--- src/rtl/shift_reg_univ.sv ---
// Universal shift register: parallel load, logical shift and rotate in both
// directions, with a saturating shift counter and a one-cycle done pulse.
module shift_reg_univ #(
  parameter int               WIDTH     = 4,
  parameter logic [WIDTH-1:0] RESET_VAL = '0
) (
  input  logic                       clk,
  input  logic                       reset_n,
  input  logic                       en,
  input  logic [2:0]                 mode,
  input  logic [WIDTH-1:0]           d,
  input  logic                       sin,
  output logic [WIDTH-1:0]           q,
  output logic                       sout_msb,
  output logic                       sout_lsb,
  output logic [$clog2(WIDTH+1)-1:0] cnt,
  output logic                       done
);

  localparam int             CW       = $clog2(WIDTH + 1);
  localparam logic [CW-1:0]  CNT_MAX  = CW'(WIDTH);
  localparam logic [CW-1:0]  CNT_LAST = CW'(WIDTH - 1);

  localparam logic [2:0] MODE_HOLD = 3'b000;
  localparam logic [2:0] MODE_LOAD = 3'b001;
  localparam logic [2:0] MODE_SHL  = 3'b010;
  localparam logic [2:0] MODE_SHR  = 3'b011;
  localparam logic [2:0] MODE_ROL  = 3'b100;
  localparam logic [2:0] MODE_ROR  = 3'b101;

  logic [WIDTH-1:0] q_reg, q_next;
  logic [CW-1:0]    cnt_reg, cnt_next;
  logic             done_reg, done_next;
  logic [WIDTH-1:0] shl_vec, shr_vec, rol_vec, ror_vec;
  logic             shift_op;

  // Per-bit neighbour selection; the end bits take sin or the wrapped bit.
  for (genvar gi = 0; gi < WIDTH; gi++) begin : g_bit
    if (gi == 0) begin : g_lo
      assign shl_vec[gi] = sin;
      assign rol_vec[gi] = q_reg[WIDTH-1];
    end else begin : g_lo_n
      assign shl_vec[gi] = q_reg[gi-1];
      assign rol_vec[gi] = q_reg[gi-1];
    end
    if (gi == WIDTH - 1) begin : g_hi
      assign shr_vec[gi] = sin;
      assign ror_vec[gi] = q_reg[0];
    end else begin : g_hi_n
      assign shr_vec[gi] = q_reg[gi+1];
      assign ror_vec[gi] = q_reg[gi+1];
    end
  end

  assign shift_op = (mode == MODE_SHL) || (mode == MODE_SHR) ||
                    (mode == MODE_ROL) || (mode == MODE_ROR);

  always_comb begin
    q_next    = q_reg;
    cnt_next  = cnt_reg;
    done_next = 1'b0;
    if (en) begin
      case (mode)
        MODE_HOLD: q_next = q_reg;
        MODE_LOAD: begin
          q_next   = d;
          cnt_next = '0;
        end
        MODE_SHL:  q_next = shl_vec;
        MODE_SHR:  q_next = shr_vec;
        MODE_ROL:  q_next = rol_vec;
        MODE_ROR:  q_next = ror_vec;
        default:   q_next = q_reg;
      endcase
      if (shift_op) begin
        done_next = (cnt_reg == CNT_LAST);
        if (cnt_reg != CNT_MAX) begin
          cnt_next = cnt_reg + CW'(1);
        end
      end
    end
  end

  always_ff @(posedge clk) begin
    if (!reset_n) begin
      q_reg    <= RESET_VAL;
      cnt_reg  <= '0;
      done_reg <= 1'b0;
    end else begin
      q_reg    <= q_next;
      cnt_reg  <= cnt_next;
      done_reg <= done_next;
    end
  end

  assign q        = q_reg;
  assign cnt      = cnt_reg;
  assign done     = done_reg;
  assign sout_msb = q_reg[WIDTH-1];
  assign sout_lsb = q_reg[0];

endmodule

--- config.mk ---
export PLATFORM = sky130hd
export DESIGN_NAME = shift_reg_univ
export DESIGN_NICKNAME = d
export VERILOG_FILES = /design/src/rtl/shift_reg_univ.sv
export SDC_FILE = /design/constraint.sdc
export NUM_CORES = 1
export LEC_CHECK = 0
export BUFFER_PORTS_ARGS = -buffer_cell sky130_fd_sc_hd__buf_2
export CORE_AREA = 3 3 40 42
export CTS_CLUSTER_DIAMETER = 120
export CTS_CLUSTER_SIZE = 12
export DETAILED_ROUTE_END_ITERATION = 16
export DIE_AREA = 0 0 43 45
export PLACE_DENSITY = 0.73
export SYNTH_ARGS = -nofsm -noshare
export SYNTH_HDL_FRONTEND = slang
export SYNTH_SLANG_ARGS = --single-unit
export TNS_END_PERCENT = 100
--- constraint.sdc ---
create_clock -name clk -period 3.7 [get_ports clk]
set_input_delay 0.37 -clock clk [delete_from_list [all_inputs] [get_ports clk]]
set_output_delay 0.37 -clock clk [all_outputs]
set_load 0.005 [all_outputs]
# --- Word level (Yosys, flattened, before mapping) ---
# Index checks and enable logic that the tools add are counted.
word_totals:
  register_bits: 8
  inputBits: 11
  out_inout_bits: 10
  wordCells: 21
classes:
  addsub: 1
  n_eq_ne: 7
  n_mux: 4
  reduce_logical: 6
op_table:
  columns: ["op", "n"]
  rows:
  - ["case mux 4 bit (5 select lines)", 1]
  - ["equality test 3 x 2 -> 1 bit, second input constant", 3]
  - ["two-way mux 3 bit", 3]
  - ["equality test 3 bit, second input constant", 2]
  - ["nonzero test 5 bit", 1]
  - ["adder 3 x 1 -> 3 bit, second input constant", 1]
  - ["equality test 3 x 1 -> 1 bit, second input constant", 1]
  - ["logical OR 1 bit", 3]
  - ["!= test 3 bit, second input constant", 1]
  - ["AND reduction 3 bit", 1]
  - ["AND reduction 2 bit", 1]

# --- Logic depth before layout (Yosys ltp) ---
depth:
  depth_word: 5
  mapped_depth: 6
  ltp_nobuf: 6

# --- Least setup slack after synthesis ---
# No wires, ideal clock.
synth_path:
  kind: "input -> register"
  startpoint: "input port mode[2]"
  endpoint: "register cnt_reg[0] (netlist: cnt[0])"
  setup_time_ns: 0.116
  arrival_ns: 1.132
  required_time_ns: 3.584
  path_slack_ns: 2.451
  stages: 5
  path_buffers: 1
  path_cell_list: "buf_6 xor2_4 a21boi_4 a21oi_1 o211a_1"
synth_between:
  elab_chain_len: 5
  elab_cells_between_ends: 11
  cone_classes: "5 x eq/ne; 3 x mux; 3 x reduce/logical"
synth_rtl:
  columns: ["item", "line_no", "text"]
  rows:
  - ["from (decl)", "10", "input logic [2:0] mode,"]
  - ["equality test 3 x 2 -> 1 bit", "55", "assign shift_op = (mode == MODE_SHL) || (mode == MODE_SHR) ||"]
  - ["logical OR 1 bit (2 in a row)", "55", null]
  - ["logical OR 1 bit", "56", "(mode == MODE_ROL) || (mode == MODE_ROR);"]
  - ["two-way mux 3 bit (*)", "75", "if (shift_op) begin"]
  - ["to (signal assigned)", "91", "cnt_reg <= cnt_next;"]
  - ["to (decl)", "32", "logic [CW-1:0] cnt_reg, cnt_next;"]
# Mark *: on every way between the ends. The rest lies on a longest branch, timed or not.
# A chain may end at the register's enable or synchronous reset.

# --- Worst setup path in the final report ---
layout_path:
  startpoint: "register cnt_reg[0] (netlist: cnt[0])"
  endpoint: "register cnt_reg[2] (netlist: cnt[2])"
layout_between:
  elab_chain_len: 3
  elab_cells_between_ends: 4
  cone_classes: "1 x add/sub; 1 x eq/ne; 2 x mux"
layout_rtl:
  columns: ["item", "line_no", "text"]
  rows:
  - ["adder 3 x 1 -> 3 bit or != test 3 bit (tied branches)", "78, 77", null]
  - ["two-way mux 3 bit (*)", "77", "if (cnt_reg != CNT_MAX) begin"]
  - ["two-way mux 3 bit (*)", "75", null]
# Marks and branches as above.

==> impl_metrics.tcl <==
set metrics [dict create \
    cap_violations 0 \
    grt_usage_pct 15.3 \
    cts_buffers 3 \
    drt-vias-per-instance 5.50 \
    cts_tree "built" \
    num_rows 13 \
    port_buffers 20 \
    drc_errors 0 \
    synthTopCellsByCount "dfxtp_1, o21ai_0, nand2_1" \
    path_cells "inv_1 -> ha_1 -> o21ai_0 -> o311ai_1 -> a32oi_1 -> nor2b_1" \
    largest_reg_flops 4 \
    end_kind "flip-flop" \
    rsz0062_at_grt "false" \
    period_needed_ns 1.35 \
    startpoint_type "flip-flop" \
    drt_pre_antenna_iters 4 \
    synth_nets 85 \
    drive_gt1_share_pct 32.2 \
    finalSetupTns_ns 0 \
    cts-resized-gates 0 \
    clk_latency_ns 0.25 \
    syn_area_sq_um 594 \
    status "complete, no violations" \
    tightestPinTransition_ns 0.490 \
    final_cell_area_sq_um 686 \
    cp_slowest_stage_delay_ns 0.40 \
    finClkSkew_ns 0.000380 \
    final_max_slew_viol_count 0 \
    cp_top_family "compound AO/OA/AOI/OAI gates" \
    cts_root_buf "clkbuf_4" \
    grt_first_pass_wirelength_microns 2190 \
    ioPinCount 21 \
    hold_path.class "input pin to flip-flop" \
    vias 561 \
    grt_max_degree 14 \
    cts_hold_buf 0 \
    max-clock-path-buffers 2 \
    critPathMaxFanout 5 \
    gp_congestion 0.847 \
    ys_warn_count 0 \
    grt_pass1_vias 498 \
    setup_viol 0 \
    ys_ff_latch 8 \
    async_flop_share_pct 0 \
    slowest_stage "dfxtp_1" \
    final_antenna_net_count 0 \
    fin_nets 103 \
    place_hpwl_microns 1000 \
    vdd_drop_max_mv 0.128 \
    postCtsSetupBuffers 0 \
    critPathBufInv 1 \
    synth-edff-count 0 \
    coreArea_sq_um 1280 \
    clk_pin_slew_ns 0.06 \
    syn_area_per_cell_sq_um 8.37 \
    ys_types 31 \
    final_util_pct 53.4 \
    start_util_pct 46.3 \
    clock_tree.htree_level_count 1 \
    die_area_sq_um 1940 \
    diodes 0 \
    clock_sinks 8 \
    die_x_microns 43 \
    die_h_microns 45 \
    cp.arrival_ns 1.50 \
    synth_top_area_share_pct 26.9 \
    required_ns 3.84 \
    synthTopCellsByArea "dfxtp_1, ha_1, o21ai_0, buf_4, xor2_4" \
    place_area_sq_um 663 \
    drt_iter0_markers 12 \
    power.leakage_nw 0.320 \
    area_growth_pct 15.4 \
    yosys.area.top_type "dfxtp_1" \
    fillers 140 \
    routed_wl_microns 1300 \
    yosysMostFrequentCell "dfxtp_1" \
    grt_overflow 0 \
    power_density_nw_per_um2 313 \
    wire_per_inst_microns 12.7 \
    synth_cells 71 \
    setup_ws_ns 2.35 \
    finalHoldViolations 0 \
    path_class "flip-flop to flip-flop" \
    pre_cts_slack_ns 2.27 \
    synthFlopType "dfxtp_1" \
    timing.slew.headroom_pct 67.0 \
    fin_crit_sh_pct 36.5 \
    ys_seq_area_share_pct 26.9 \
    fmax_mhz 740 \
    antenna_found_initial 0 \
]
==> routing by layer <==
metal / GRT usage (%) / wire length (microns) / up-vias
met2: 22.5 / 550 / 29
met3: 4.78 / 137 / 4
met5: 0 / 0 / -
met4: 9.04 / 20 / 0
met1: 19.8 / 592 / 240
li1: - / - / 288
==> tightest hold or removal path, stage by stage <==
cell     delay, ns
buf_2         0.08
a31oi_1       0.07
o21ai_1       0.12
==> worst paths after layout <==
kind / startpoint / to / slack, ns / depth (start not counted)
hold / removal: d[0] / q[0] / 0.42 / 3
setup reg to reg: cnt[0] / cnt[2] / 2.35 / 6
hold reg to reg: q[0] / q[0] / 0.53 / 2
setup / recovery: cnt[0] / cnt[2] / 2.35 / 6
==> power by group <==
| group | total, mW | switching [mW] | internal [mW] |
|---|---|---|---|
| clock network | 0.0664 | 0.0293 | 0.0371 |
| logic | 0.0525 | 0.0284 | 0.0241 |
| registers | 0.0959 | 0.00501 | 0.0908 |
| total | 0.215 | 0.0627 | 0.152 |
==> final cells by class <==
| type | count | area [sq um] | area share [%] |
|---|---|---|---|
| clock buffers | 3 | 22.5 | 3.28 |
| inverters | 5 | 18.8 | 2.74 |
| multi-input cells | 51 | 365 | 53.3 |
| flip-flops and latches | 8 | 160 | 23.4 |
| well taps | 15 | 18.8 | 2.74 |
| repair buffers | 20 | 100 | 14.6 |
==> per-stage QoR <==
| step | hold WS, ns | instances | power [mW] |
|---|---|---|---|
| 2_1_floorplan | 0.491 | 71 | 0.137 |
| 3_3_place_gp | 0.504 | 99 | 0.149 |
| 3_5_place_dp | 0.515 | 99 | 0.150 |
| 4_1_cts | 0.409 | 102 | 0.218 |
| 5_1_grt | 0.434 | 102 | 0.228 |
| 6_report | 0.417 | 102 | 0.215 |
==> cell usage in the layout (no fill, tap or decap), drive strengths merged <==
cell type,netlist,layout
o211a,1,1
nand2,6,6
o311ai,1,1
ha,3,3
o22ai,1,1
dfxtp,8,8
nor2,3,3
a21boi,3,3
o21ai,8,8
a32o,1,1
xor2,1,1
and2b,1,1
a31oi,3,3
a21oi,3,3
o31ai,1,1
nor2b,4,4
buf,6,20
clkbuf,1,3
nor3,2,2
and4,1,1
a211oi,1,1
nand3,4,4
a32oi,2,2
a21o,1,1
inv,5,5
==> logic make-up (layout without fill, tap and decap cells) <==
| kind of cell | Yosys count | in the layout | synth area share, % |
|---|---|---|---|
| simple gates | 21 | 21 | 18.9 |
| compound gates | 26 | 26 | 31.6 |
| buf+inv | 12 | 28 | 11.6 |
| fa+ha+maj | 3 | 3 | 6.32 |
| flops | 8 | 8 | 26.9 |
| xor+xnor | 1 | 1 | 4.63 |
Note: power is estimated with default switching activity, not from simulation.
